`src/rtl/pong_round_ctrl_if.sv`:
```
// Signal bundle between the round controller and the keyboard decode and ball block.
// The master side drives keys and ball position. The slave side is the controller.
interface pong_round_ctrl_if;
  logic       start;
  logic       pause;
  logic [9:0] ball_x;
  logic [9:0] ball_s;
  logic       ball_reset;
  logic       ball_run;
  logic       serve_dir;
  logic [3:0] score_l;
  logic [3:0] score_r;
  logic [1:0] winner;
  logic [2:0] state;

  modport master (
    output start, pause, ball_x, ball_s,
    input  ball_reset, ball_run, serve_dir, score_l, score_r, winner, state
  );

  modport slave (
    input  start, pause, ball_x, ball_s,
    output ball_reset, ball_run, serve_dir, score_l, score_r, winner, state
  );
endinterface

```
`src/rtl/pong_round_ctrl.sv`:
```
// Frame-rate Pong round sequencer: serve countdown, play, point freeze, pause and game over.
// All outputs are decoded from registers, so there is no path from the inputs to the outputs.
module pong_round_ctrl #(
  parameter int X_MIN        = 0,
  parameter int X_MAX        = 639,
  parameter int SERVE_FRAMES = 60,
  parameter int POINT_FRAMES = 90,
  parameter int WIN_SCORE    = 7
) (
  input  logic             frame_clk,
  input  logic             Reset,
  pong_round_ctrl_if.slave bus
);

  typedef enum logic [2:0] {
    IDLE   = 3'd0,
    SERVE  = 3'd1,
    PLAY   = 3'd2,
    POINT  = 3'd3,
    PAUSED = 3'd4,
    OVER   = 3'd5
  } state_t;

  localparam logic [10:0] X_MIN_W    = 11'(X_MIN);
  localparam logic [10:0] X_MAX_W    = 11'(X_MAX);
  localparam logic [7:0]  SERVE_LOAD = 8'(SERVE_FRAMES - 1);
  localparam logic [7:0]  POINT_LOAD = 8'(POINT_FRAMES - 1);
  localparam logic [3:0]  WIN        = 4'(WIN_SCORE);

  state_t      state_reg, state_next;
  logic [7:0]  cnt_reg, cnt_next;
  logic [3:0]  score_l_reg, score_l_next;
  logic [3:0]  score_r_reg, score_r_next;
  logic [1:0]  winner_reg, winner_next;
  logic        serve_dir_reg, serve_dir_next;
  logic        start_q_reg, pause_q_reg;

  logic        start_ev, pause_ev;
  logic [10:0] right_edge;
  logic        right_miss, left_miss;

  assign start_ev   = bus.start & ~start_q_reg;
  assign pause_ev   = bus.pause & ~pause_q_reg;
  // Widening to 11 bits keeps ball_x + ball_s from wrapping near the right wall.
  assign right_edge = {1'b0, bus.ball_x} + {1'b0, bus.ball_s};
  assign right_miss = right_edge >= X_MAX_W;
  assign left_miss  = {1'b0, bus.ball_x} <= (X_MIN_W + {1'b0, bus.ball_s});

  always_ff @(posedge frame_clk or posedge Reset) begin
    if (Reset) begin
      state_reg     <= IDLE;
      cnt_reg       <= '0;
      score_l_reg   <= '0;
      score_r_reg   <= '0;
      winner_reg    <= 2'b00;
      serve_dir_reg <= 1'b0;
      // Forcing the edge detectors high means a key held through reset does not count as a press.
      start_q_reg   <= 1'b1;
      pause_q_reg   <= 1'b1;
    end else begin
      state_reg     <= state_next;
      cnt_reg       <= cnt_next;
      score_l_reg   <= score_l_next;
      score_r_reg   <= score_r_next;
      winner_reg    <= winner_next;
      serve_dir_reg <= serve_dir_next;
      start_q_reg   <= bus.start;
      pause_q_reg   <= bus.pause;
    end
  end

  always_comb begin
    state_next     = state_reg;
    cnt_next       = cnt_reg;
    score_l_next   = score_l_reg;
    score_r_next   = score_r_reg;
    winner_next    = winner_reg;
    serve_dir_next = serve_dir_reg;

    case (state_reg)
      IDLE: begin
        score_l_next = '0;
        score_r_next = '0;
        winner_next  = 2'b00;
        if (start_ev) begin
          cnt_next   = SERVE_LOAD;
          state_next = SERVE;
        end
      end
      SERVE: begin
        if (cnt_reg == 8'd0) state_next = PLAY;
        else                 cnt_next   = cnt_reg - 8'd1;
      end
      PLAY: begin
        // A miss wins over a pause press that arrives in the same frame.
        if (right_miss) begin
          if (score_l_reg != 4'd15) score_l_next = score_l_reg + 4'd1;
          serve_dir_next = 1'b1;
          cnt_next       = POINT_LOAD;
          state_next     = POINT;
        end else if (left_miss) begin
          if (score_r_reg != 4'd15) score_r_next = score_r_reg + 4'd1;
          serve_dir_next = 1'b0;
          cnt_next       = POINT_LOAD;
          state_next     = POINT;
        end else if (pause_ev) begin
          state_next = PAUSED;
        end
      end
      POINT: begin
        if (cnt_reg != 8'd0) begin
          cnt_next = cnt_reg - 8'd1;
        end else if (score_l_reg == WIN) begin
          winner_next = 2'b01;
          state_next  = OVER;
        end else if (score_r_reg == WIN) begin
          winner_next = 2'b10;
          state_next  = OVER;
        end else begin
          cnt_next   = SERVE_LOAD;
          state_next = SERVE;
        end
      end
      PAUSED: begin
        if (pause_ev) state_next = PLAY;
      end
      OVER: begin
        if (start_ev) begin
          score_l_next = '0;
          score_r_next = '0;
          winner_next  = 2'b00;
          state_next   = IDLE;
        end
      end
      default: state_next = IDLE;
    endcase
  end

  assign bus.ball_reset = (state_reg == IDLE) || (state_reg == SERVE);
  assign bus.ball_run   = (state_reg == PLAY);
  assign bus.serve_dir  = serve_dir_reg;
  assign bus.score_l    = score_l_reg;
  assign bus.score_r    = score_r_reg;
  assign bus.winner     = winner_reg;
  assign bus.state      = state_reg;

endmodule

```
`src/flat_wrapper.sv`:
```
// flat-port wrapper written by rule: the top's interface ports become plain ports
module pong_round_ctrl_flat 
#(
  parameter int X_MIN        = 0,
  parameter int X_MAX        = 639,
  parameter int SERVE_FRAMES = 60,
  parameter int POINT_FRAMES = 90,
  parameter int WIN_SCORE    = 7
)
  (frame_clk, Reset, bus_start, bus_pause, bus_ball_x, bus_ball_s, bus_ball_reset, bus_ball_run, bus_serve_dir, bus_score_l, bus_score_r, bus_winner, bus_state);
  pong_round_ctrl_if bus_i ();
  input  logic frame_clk;
  input  logic Reset;
  input wire logic [$bits(bus_i.start)-1:0] bus_start;
  input wire logic [$bits(bus_i.pause)-1:0] bus_pause;
  input wire logic [$bits(bus_i.ball_x)-1:0] bus_ball_x;
  input wire logic [$bits(bus_i.ball_s)-1:0] bus_ball_s;
  output wire logic [$bits(bus_i.ball_reset)-1:0] bus_ball_reset;
  output wire logic [$bits(bus_i.ball_run)-1:0] bus_ball_run;
  output wire logic [$bits(bus_i.serve_dir)-1:0] bus_serve_dir;
  output wire logic [$bits(bus_i.score_l)-1:0] bus_score_l;
  output wire logic [$bits(bus_i.score_r)-1:0] bus_score_r;
  output wire logic [$bits(bus_i.winner)-1:0] bus_winner;
  output wire logic [$bits(bus_i.state)-1:0] bus_state;
  assign bus_i.start = bus_start;
  assign bus_i.pause = bus_pause;
  assign bus_i.ball_x = bus_ball_x;
  assign bus_i.ball_s = bus_ball_s;
  assign bus_ball_reset = bus_i.ball_reset;
  assign bus_ball_run = bus_i.ball_run;
  assign bus_serve_dir = bus_i.serve_dir;
  assign bus_score_l = bus_i.score_l;
  assign bus_score_r = bus_i.score_r;
  assign bus_winner = bus_i.winner;
  assign bus_state = bus_i.state;
  pong_round_ctrl #(.X_MIN(X_MIN), .X_MAX(X_MAX), .SERVE_FRAMES(SERVE_FRAMES), .POINT_FRAMES(POINT_FRAMES), .WIN_SCORE(WIN_SCORE)) u_core (.frame_clk(frame_clk), .Reset(Reset), .bus(bus_i));
endmodule
```
`config.mk`:
```
export PLATFORM = sky130hd
export DESIGN_NAME = pong_round_ctrl_flat
export DESIGN_NICKNAME = d
export VERILOG_FILES = /design/src/rtl/pong_round_ctrl_if.sv /design/src/rtl/pong_round_ctrl.sv /design/src/flat_wrapper.sv
export SDC_FILE = /design/constraint.sdc
export NUM_CORES = 1
export LEC_CHECK = 0
export BUFFER_PORTS_ARGS = -buffer_cell sky130_fd_sc_hd__buf_2
export CAP_MARGIN = 40
export CORE_ASPECT_RATIO = 2
export CORE_UTILIZATION = 55
export DETAILED_ROUTE_END_ITERATION = 12
export PLACE_DENSITY = 0.79
export SETUP_SLACK_MARGIN = 0.3
export SYNTH_ARGS = -nofsm -noshare
export SYNTH_HDL_FRONTEND = slang
export SYNTH_SLANG_ARGS = --single-unit
```
`constraint.sdc`:
```
create_clock -name frame_clk -period 5.1 [get_ports frame_clk]
set_input_delay 0.255 -clock frame_clk [delete_from_list [all_inputs] [get_ports frame_clk]]
set_output_delay 0.255 -clock frame_clk [all_outputs]
set_load 0.05 [all_outputs]
```
==> run summary, run 1 <==
===========================================================================================
Number of design-rule violations left by the first detailed-router iteration .           39
Std-Cell Rows ................................................................           32
Tmin final ...................................................................     3.114 ns
GR Layer Usage met1 ..........................................................       0.2737
Via count of the first global-routing pass ...................................         2198
Relative max-transition margin ...............................................       0.5284
Data arrival time of the worst path ..........................................      3.28 ns
Synthesized flop and latch total .............................................           24
Antenna Nets Post-Route ......................................................            0
Power per cell area .......................................................... 405.2 nW/um2
Final TNS setup ..............................................................         0 ns
Switching component of the power .............................................  0.0004947 W
Maximum fanout count along the critical path .................................           20
Antenna violations before repair .............................................            0
Top flip-flop cell by instance count after synthesis ......................... sky130_fd_sc_hd__dfrtp_1
Maximum root-to-sink buffer count ............................................            2
Congestion Overflow GR .......................................................            0
Setup repair after global routing missed its margin ..........................        false
Count of vias placed by the detailed router ..................................         2232
CTS buffer count .............................................................            3
Part of the power in combinational logic .....................................        0.518
Sequential Power Share .......................................................        0.318
Die Y-Extent .................................................................     92.60 um
Cells after synthesis ........................................................          280
FMAX .........................................................................    321.1 MHz
Pin count of the biggest net entering global routing .........................           21
Number of synthesized flops with an enable pin ...............................            0
Clock tree from TritonCTS ....................................................         done
Worst-case hold slack ........................................................   0.08687 ns
Worst IR Drop VDD ............................................................    0.1751 mV
Global router's overall resource usage .......................................       0.2879
Detailed-route vias per instance .............................................        6.065
Run status ................................................................... finished clean
Placement Setup Slack ........................................................     1.747 ns
Final Routed Wirelength ......................................................     5.602 mm
Number of pins with negative max-slew slack in the final report ..............            0
Met2 routing resource usage after global routing .............................       0.5320
Global Route met3 Usage ......................................................      0.02144
Library cells used by synthesis ..............................................           56
Horiz. Die Dim ...............................................................     47.30 um
Number of detailed-routing iterations run before antenna repair ..............            4
DR WL/cell ...................................................................     15.22 um
Cell area after synthesis ....................................................     2257 um2
Register area share after synthesis ..........................................       0.2672
Switch share .................................................................       0.4718
Number of clock sinks seen by CTS ............................................           24
Asr flop ratio synth .........................................................        1.000
Root Buffer .................................................................. sky130_fd_sc_hd__clkbuf_8
Slew @ Worst Pin .............................................................    0.7073 ns
Layout Area Growth over Synthesis ............................................       14.63%
Hold/Removal Path Class ...................................................... primary input to register
Internal Power ...............................................................  0.0005538 W
Number of top-level design ports .............................................           40
Source-to-sink clock delay at the later pin of the worst-skew pair ...........      0.27 ns
Initial cell density of the core .............................................       0.5812
Part of the power in the clock network .......................................        0.163
Core area ....................................................................     3884 um2
CP required ..................................................................      5.27 ns
Type of element capturing the critical path ..................................     register
Ratio of cells with drive above 1 in the final layout ........................       0.1798
Final clock period utilization by the worst path .............................       0.6107
Clock transition at the registers of the reported paths ......................      0.09 ns
Final number of setup-violating endpoints ....................................            0
Port buffer count ............................................................           39
Post-DP HPWL .................................................................     4.514 mm
Leading post-synthesis cells by cell area .................................... sky130_fd_sc_hd__dfrtp_1, sky130_fd_sc_hd__ha_1, sky130_fd_sc_hd__nand2_1
Largest clock skew in the final design .......................................  0.001975 ns
Worst Setup Path Type ........................................................ primary input to register
Number of filler cells placed in the layout ..................................          383
Hold Vio Cnt, Final ..........................................................            0
Utilization after layout .....................................................       0.6662
Max Cap Viol .................................................................            0
Mean area per synthesized cell ...............................................    8.061 um2
Yosys warning total ..........................................................            0
Final worst slack ............................................................     1.986 ns
Area of the die ..............................................................     4380 um2
Nets .........................................................................          367
Antenna cell count ...........................................................            0
Global-route wire length before repair .......................................     9.342 mm
Proportion of netlist area held by the largest area contributor ..............       0.2439
H-tree depth reported by CTS .................................................            1
Synthesized netlist net count ................................................          329
DRC violations left ..........................................................            0
Most Used Layer, Global Route ................................................         met2
Leakage power of the design ..................................................     1.252 nW
Flip-flop count of the largest register after layout .........................            8
Post-synthesis cell type with the largest combined area ...................... sky130_fd_sc_hd__dfrtp_1
Kind of start point of the critical path ..................................... primary input
Placer's final routability congestion estimate ...............................       0.8842
===========================================================================================
-- logic make-up (layout without fill, tap and decap cells) --
kind of cell | after synthesis | after routing | share of synthesized area
xor+xnor | 6 | 6 | 0.02328
simple gates | 111 | 111 | 0.2494
flops | 24 | 24 | 0.2672
mux | 4 | 4 | 0.01995
fa+ha+maj | 25 | 25 | 0.1419
buf+inv | 35 | 72 | 0.06153
compound gates | 75 | 75 | 0.2367
-- cell type report --
class                   instances  area [um2]  area share
multi-input cells             221        1515      0.5856
flip-flops and latches         24       603.1      0.2331
repair buffers                 41       232.7     0.08994
inverters                      27       101.3     0.03917
well taps                      51       63.81     0.02466
clock buffers                   3       41.29     0.01596
clock inverters                 1       30.03     0.01161
-- power groups by stage --
stage               clock [W]  sequential, W  combinational [W]
CTS                  0.000170       0.000333           0.000546
global placement            0       0.000334           0.000534
global route         0.000179       0.000345           0.000600
finish               0.000171       0.000334           0.000543
detailed placement          0       0.000336           0.000543
floorplan                   0       0.000405           0.000340
-- worst max-delay path, stage by stage --
cell,delay [ns]
sky130_fd_sc_hd__buf_2,0.11
sky130_fd_sc_hd__ha_1,0.20
sky130_fd_sc_hd__inv_1,0.07
sky130_fd_sc_hd__fa_1,0.20
sky130_fd_sc_hd__nor2_1,0.07
sky130_fd_sc_hd__o311ai_0,0.52
sky130_fd_sc_hd__a211oi_1,0.18
sky130_fd_sc_hd__a211oi_1,0.40
sky130_fd_sc_hd__o21ai_2,0.31
sky130_fd_sc_hd__o21ai_0,0.57
sky130_fd_sc_hd__mux2_2,0.40
-- final timing paths --
path	startpoint	to	slack, ns	depth (start not counted)
setup / recovery	bus_ball_s[0]	u_core.cnt_reg[1]	1.99	11
hold / removal	bus_pause	u_core.pause_q_reg	0.09	1
setup reg to reg	u_core.bus.state[0]	u_core.cnt_reg[1]	2.27	6
hold reg to reg	u_core.cnt_reg[7]	u_core.cnt_reg[7]	0.51	1
max in group asynchronous	Reset	u_core.pause_q_reg	4.05	4
min in group asynchronous	Reset	u_core.bus.winner[1]	0.53	3
-- synthesized netlist by cell type (3+ instances only) --
cell	instances
sky130_fd_sc_hd__a21o_1	3
sky130_fd_sc_hd__xnor2_1	5
sky130_fd_sc_hd__nand4_1	3
sky130_fd_sc_hd__nor2_1	26
sky130_fd_sc_hd__a21oi_1	14
sky130_fd_sc_hd__a211oi_1	7
sky130_fd_sc_hd__clkbuf_1	7
sky130_fd_sc_hd__nor2b_1	5
sky130_fd_sc_hd__o21ai_0	10
sky130_fd_sc_hd__a221o_1	3
sky130_fd_sc_hd__nor3_1	7
sky130_fd_sc_hd__nand3_1	16
sky130_fd_sc_hd__inv_1	26
sky130_fd_sc_hd__nand2_1	27
sky130_fd_sc_hd__dfrtp_1	22
sky130_fd_sc_hd__o31ai_1	3
sky130_fd_sc_hd__o311ai_0	3
sky130_fd_sc_hd__o211ai_1	6
sky130_fd_sc_hd__mux2_2	4
sky130_fd_sc_hd__nand2b_1	9
sky130_fd_sc_hd__ha_1	24
sky130_fd_sc_hd__o21a_1	4
-- timing repair --
item | CTS | global route
hold buffers | 1 | 0
setup buffers | 0 | 0
hold endpoints to repair | 9 | 0
resized for setup | 0 | 0
-- through the flow --
stage,total power [W],std cells,cell area [um2]
after detailed placement,0.0008792,363,2506
after CTS,0.001049,368,2587
after floorplan,0.0007450,280,2257
after global routing,0.001124,368,2587
after global placement,0.0008681,362,2479
final,0.001049,368,2587
-- layout by cell type, fill, tap and decap left out, drive strengths merged, types with 3 or more instances in the layout --
master / n
buf: 40
nand2: 27
inv: 27
nor2: 26
ha: 24
dfrtp: 22
nand3: 17
a21oi: 14
o21ai: 11
nand2b: 9
nor3: 7
a211oi: 7
o211ai: 6
nor2b: 5
xnor2: 5
o21a: 4
mux2: 4
a21o: 3
a221o: 3
o31ai: 3
nand4: 3
o311ai: 3
clkbuf: 3
-- metal layers --
layer,vias to the layer above,part of all wire
met5,-,0
li1,1089,-
met2,63,0.58
met4,0,0.059
met3,22,0.023
met1,1058,0.34
Power figures use the tool's default switching activity.
==> run 2, diff against run 1 <==
--- a/config.mk
+++ b/config.mk
@@ -8,9 +8,9 @@
 export BUFFER_PORTS_ARGS = -buffer_cell sky130_fd_sc_hd__buf_2
 export CAP_MARGIN = 40
 export CORE_ASPECT_RATIO = 2
-export CORE_UTILIZATION = 55
+export CORE_UTILIZATION = 51
 export DETAILED_ROUTE_END_ITERATION = 12
-export PLACE_DENSITY = 0.79
+export PLACE_DENSITY = 0.77
 export SETUP_SLACK_MARGIN = 0.3
 export SYNTH_ARGS = -nofsm -noshare
 export SYNTH_HDL_FRONTEND = slang
==> constraint.sdc (replaced) <==
create_clock -name frame_clk -period 2.8 [get_ports frame_clk]
set_input_delay 0.14 -clock frame_clk [delete_from_list [all_inputs] [get_ports frame_clk]]
set_output_delay 0.14 -clock frame_clk [all_outputs]
set_load 0.05 [all_outputs]
==> run 2 against run 1 <==
  * Sequential share of layout area down 1.9 points
  * Count of clock-buffer cells in the layout did not move
  * Clock power rose by 83%
  * Cell count up 6.0%
  * Highest routed layer unchanged
  * Worst hold slack improved by 0.32 ns
  * Routed wire length rose by 5.4%
  * Non-clock buffer count increased by 21
  * Critical path depth up 1
  * Register-to-register slack worse by 1.8 ns
  * Largest power group unchanged
==> run summary, run 2 (synthesis results as in run 1) <==
===========================================================================================
Tmin final ...................................................................     2.458 ns
DRC violations left ..........................................................            0   unchanged
Initial cell density of the core .............................................       0.5413   was 0.5812
Critical-path cell with the highest stage delay .............................. sky130_fd_sc_hd__or4_4   was sky130_fd_sc_hd__o21ai_0
Final number of setup-violating endpoints ....................................            0   unchanged
Startpoint of the most critical setup path ................................... bus_ball_s[1]   was bus_ball_s[0]
Number of detailed-routing iterations run before antenna repair ..............            4   unchanged
Leakage power of the design ..................................................     1.364 nW   was 1.252 nW
Antenna cell count ...........................................................            0   unchanged
Hold/Removal Path Class ...................................................... primary input to async pin   was primary input to register
Pin count of the biggest net entering global routing .........................           18   was 21
Std-Cell Rows ................................................................           33   was 32
Nets .........................................................................          388   was 367
Global router's overall resource usage .......................................       0.2640   was 0.2879
Total setup buffers inserted after CTS .......................................            0   unchanged
Power per cell area .......................................................... 715.3 nW/um2   was 405.2 nW/um2
Final TNS setup ..............................................................         0 ns   unchanged
Max Cap Viol .................................................................            0   unchanged
Hold Vio Cnt, Final ..........................................................            0   unchanged
Post-route non-filler standard cell count ....................................          390   was 368
Part of the power in the clock network .......................................        0.156   was 0.163
Number of cell instances on the worst register-to-register path ..............            9   was 6
Ratio of cells with drive above 1 in the final layout ........................       0.2515   was 0.1798
Congestion Overflow GR .......................................................            0   unchanged
Post-DP HPWL .................................................................     4.767 mm   was 4.514 mm
Clock transition at the registers of the reported paths ......................      0.09 ns   about the same
Horiz. Die Dim ...............................................................     49.04 um   was 47.30 um
Post-layout total power ......................................................   0.002011 W   was 0.001049 W
Largest clock skew in the final design .......................................  0.003673 ns   was 0.001975 ns
Antenna Nets Post-Route ......................................................            0   unchanged
Part of the power in combinational logic .....................................        0.545   was 0.518
Maximum fanout count along the critical path .................................            7   was 20
Critical path's top delay family ............................................. simple AND/OR/NAND/NOR gates   was compound AO/OA/AOI/OAI gates
Bufs and invs on worst path ..................................................            3   was 2
Maximum root-to-sink buffer count ............................................            2   unchanged
Number of design-rule violations left by the first detailed-router iteration .           40   was 39
Most repeated library cell on the critical path .............................. sky130_fd_sc_hd__a221o_1   was sky130_fd_sc_hd__a211oi_1
Finished layout cell area ....................................................     2811 um2   was 2587 um2
Core area ....................................................................     4170 um2   was 3884 um2
Layout Area Growth over Synthesis ............................................       24.56%   was 14.63%
Highest-count cells in the layout ignoring fill and taps ..................... sky130_fd_sc_hd__buf_2, sky130_fd_sc_hd__nand2_1, sky130_fd_sc_hd__inv_1, sky130_fd_sc_hd__nor2_1   was sky130_fd_sc_hd__buf_2, sky130_fd_sc_hd__nand2_1, sky130_fd_sc_hd__inv_1, sky130_fd_sc_hd__nor2_1, sky130_fd_sc_hd__ha_1
Relative max-transition margin ...............................................       0.5635   was 0.5284
Area of the die ..............................................................     4712 um2   was 4380 um2
Placer's final routability congestion estimate ...............................       0.8716   was 0.8842
Instance area at placement ...................................................     2691 um2   was 2506 um2
Antenna violations before repair .............................................            0   unchanged
Worst stage delay on the critical path .......................................      0.47 ns   was 0.57 ns
Internal Power ...............................................................   0.001071 W   was 0.0005538 W
Type of element capturing the critical path ..................................     register   unchanged
Switch share .................................................................       0.4672   was 0.4718
Most frequent standard cell in the layout excluding fill and tap cells ....... sky130_fd_sc_hd__buf_2   unchanged
Sequential Power Share .......................................................        0.299   was 0.318
Global-route wire length before repair .......................................     9.563 mm   was 9.342 mm
DR WL/cell ...................................................................     15.14 um   was 15.22 um
Flip-flop count of the largest register after layout .........................            8   unchanged
Number of pins with negative max-slew slack in the final report ..............            0   unchanged
Final clock period utilization by the worst path .............................       0.8779
Die Y-Extent .................................................................     96.08 um   was 92.60 um
Number of top-level design ports .............................................           40   unchanged
Clock tree from TritonCTS ....................................................         done   unchanged
Switching component of the power .............................................  0.0009396 W   was 0.0004947 W
Reg-to-reg critical path endpoint ............................................ u_core.cnt_reg[5]   was u_core.cnt_reg[1]
Startpoint of the worst-slack reg-to-reg timing path ......................... u_core.bus.score_l[0]   was u_core.bus.state[0]
Worst Setup Path Type ........................................................ primary input to register   unchanged
Via count of the first global-routing pass ...................................         2270   was 2198
Worst IR Drop VDD ............................................................    0.4170 mV   was 0.1751 mV
H-tree depth reported by CTS .................................................            1   unchanged
Slew @ Worst Pin .............................................................    0.6547 ns   was 0.7073 ns
Detailed-route vias per instance .............................................        5.905   was 6.065
Slack of the worst reg-to-reg path ...........................................      0.44 ns   was 2.27 ns
Number of clock sinks seen by CTS ............................................           24   unchanged
Data arrival time of the worst path ..........................................      2.63 ns   was 3.28 ns
FMAX .........................................................................    406.8 MHz
Final Routed Wirelength ......................................................     5.904 mm   was 5.602 mm
Kind of start point of the critical path ..................................... primary input   unchanged
Setup repair after global routing missed its margin ..........................         true   was false
Total instance count after detailed placement ................................          383   was 363
Source-to-sink clock delay at the later pin of the worst-skew pair ...........      0.28 ns   was 0.27 ns
Count of vias placed by the detailed router ..................................         2303   was 2232
Run status ................................................................... finished clean   unchanged
Root Buffer .................................................................. sky130_fd_sc_hd__clkbuf_8   unchanged
Port buffer count ............................................................           39   unchanged
CTS buffer count .............................................................            3   unchanged
CP required ..................................................................      2.97 ns   was 5.27 ns
Critical Path, Cell by Cell .................................................. buf_2 > inv_4 > ha_4 > nand2b_4 > a221o_1 > and3b_4 > or4_4 > nand3_2 > o21ai_2 > buf_4 > or3_1 > a221o_1   was buf_2 > ha_1 > inv_1 > fa_1 > nor2_1 > o311ai_0 > a211oi_1 > a211oi_1 > o21ai_2 > o21ai_0 > mux2_2
===========================================================================================
==> run 2: how the worst max path moves through the flow <==
stage | end | depth (start not counted) | slack (ns)
detailed placement | u_core.bus.score_r[2] | 12 | 0.03
CTS | u_core.bus.score_r[2] | 12 | 0.33
floorplan | u_core.bus.score_r[2] | 11 | 0.27
global placement | u_core.bus.score_r[2] | 12 | 0.05
finish | u_core.bus.score_r[2] | 12 | 0.34
global route | u_core.bus.score_r[2] | 12 | 0.29
==> run 2: repair_timing <==
action,CTS,global route
hold endpoints to repair,10,0
gates resized for setup,0,8
endpoints found under the setup margin,0,5
hold buffers,3,0
==> run 2: final cells by class <==
class                      instances  area (um2)
clock buffer                       3       41.29
clock inverter                     1       30.03
fill                             370        1359
inverter                          27       103.9
multi-input combinational        221        1573
sequential                        24       603.1
tap                               52       65.06
timing repair buffer              62       395.4
==> run 2: power groups by stage <==
| stage | clock, W | sequential [W] | combinational (W) |
|---|---|---|---|
| floorplan | 0 | 0.000738 | 0.000628 |
| global placement | 0 | 0.000595 | 0.00106 |
| detailed placement | 0 | 0.000603 | 0.00108 |
| CTS | 0.000319 | 0.000597 | 0.00109 |
| global route | 0.000327 | 0.000617 | 0.00120 |
| finish | 0.000313 | 0.000602 | 0.00110 |
==> run 2: worst min-delay path: cells and delay by family <==
kind	cells	cell delay [ns]
buffers and inverters	3	0.99
==> run 2: per-layer routing <==
layer  global-route usage  up-vias  wire length [um]
met1               0.2299     1092              2084
met2               0.5521       58              3387
li1                     -     1132                 -
met5                    0        -                 0
met4               0.1765        0               301
met3              0.01738       21               130
==> run 2: metrics by stage <==
step / hold slack [ns] / setup WS, ns / utilization
2_1_floorplan: 0.1445 / 0.2746 / -
3_3_place_gp: 0.2582 / 0.05316 / 0.6388
3_5_place_dp: 0.1594 / 0.02600 / 0.6454
4_1_cts: 0.4051 / 0.3281 / 0.6697
5_1_grt: 0.4344 / 0.2870 / 0.6742
6_report: 0.4090 / 0.3419 / 0.6742
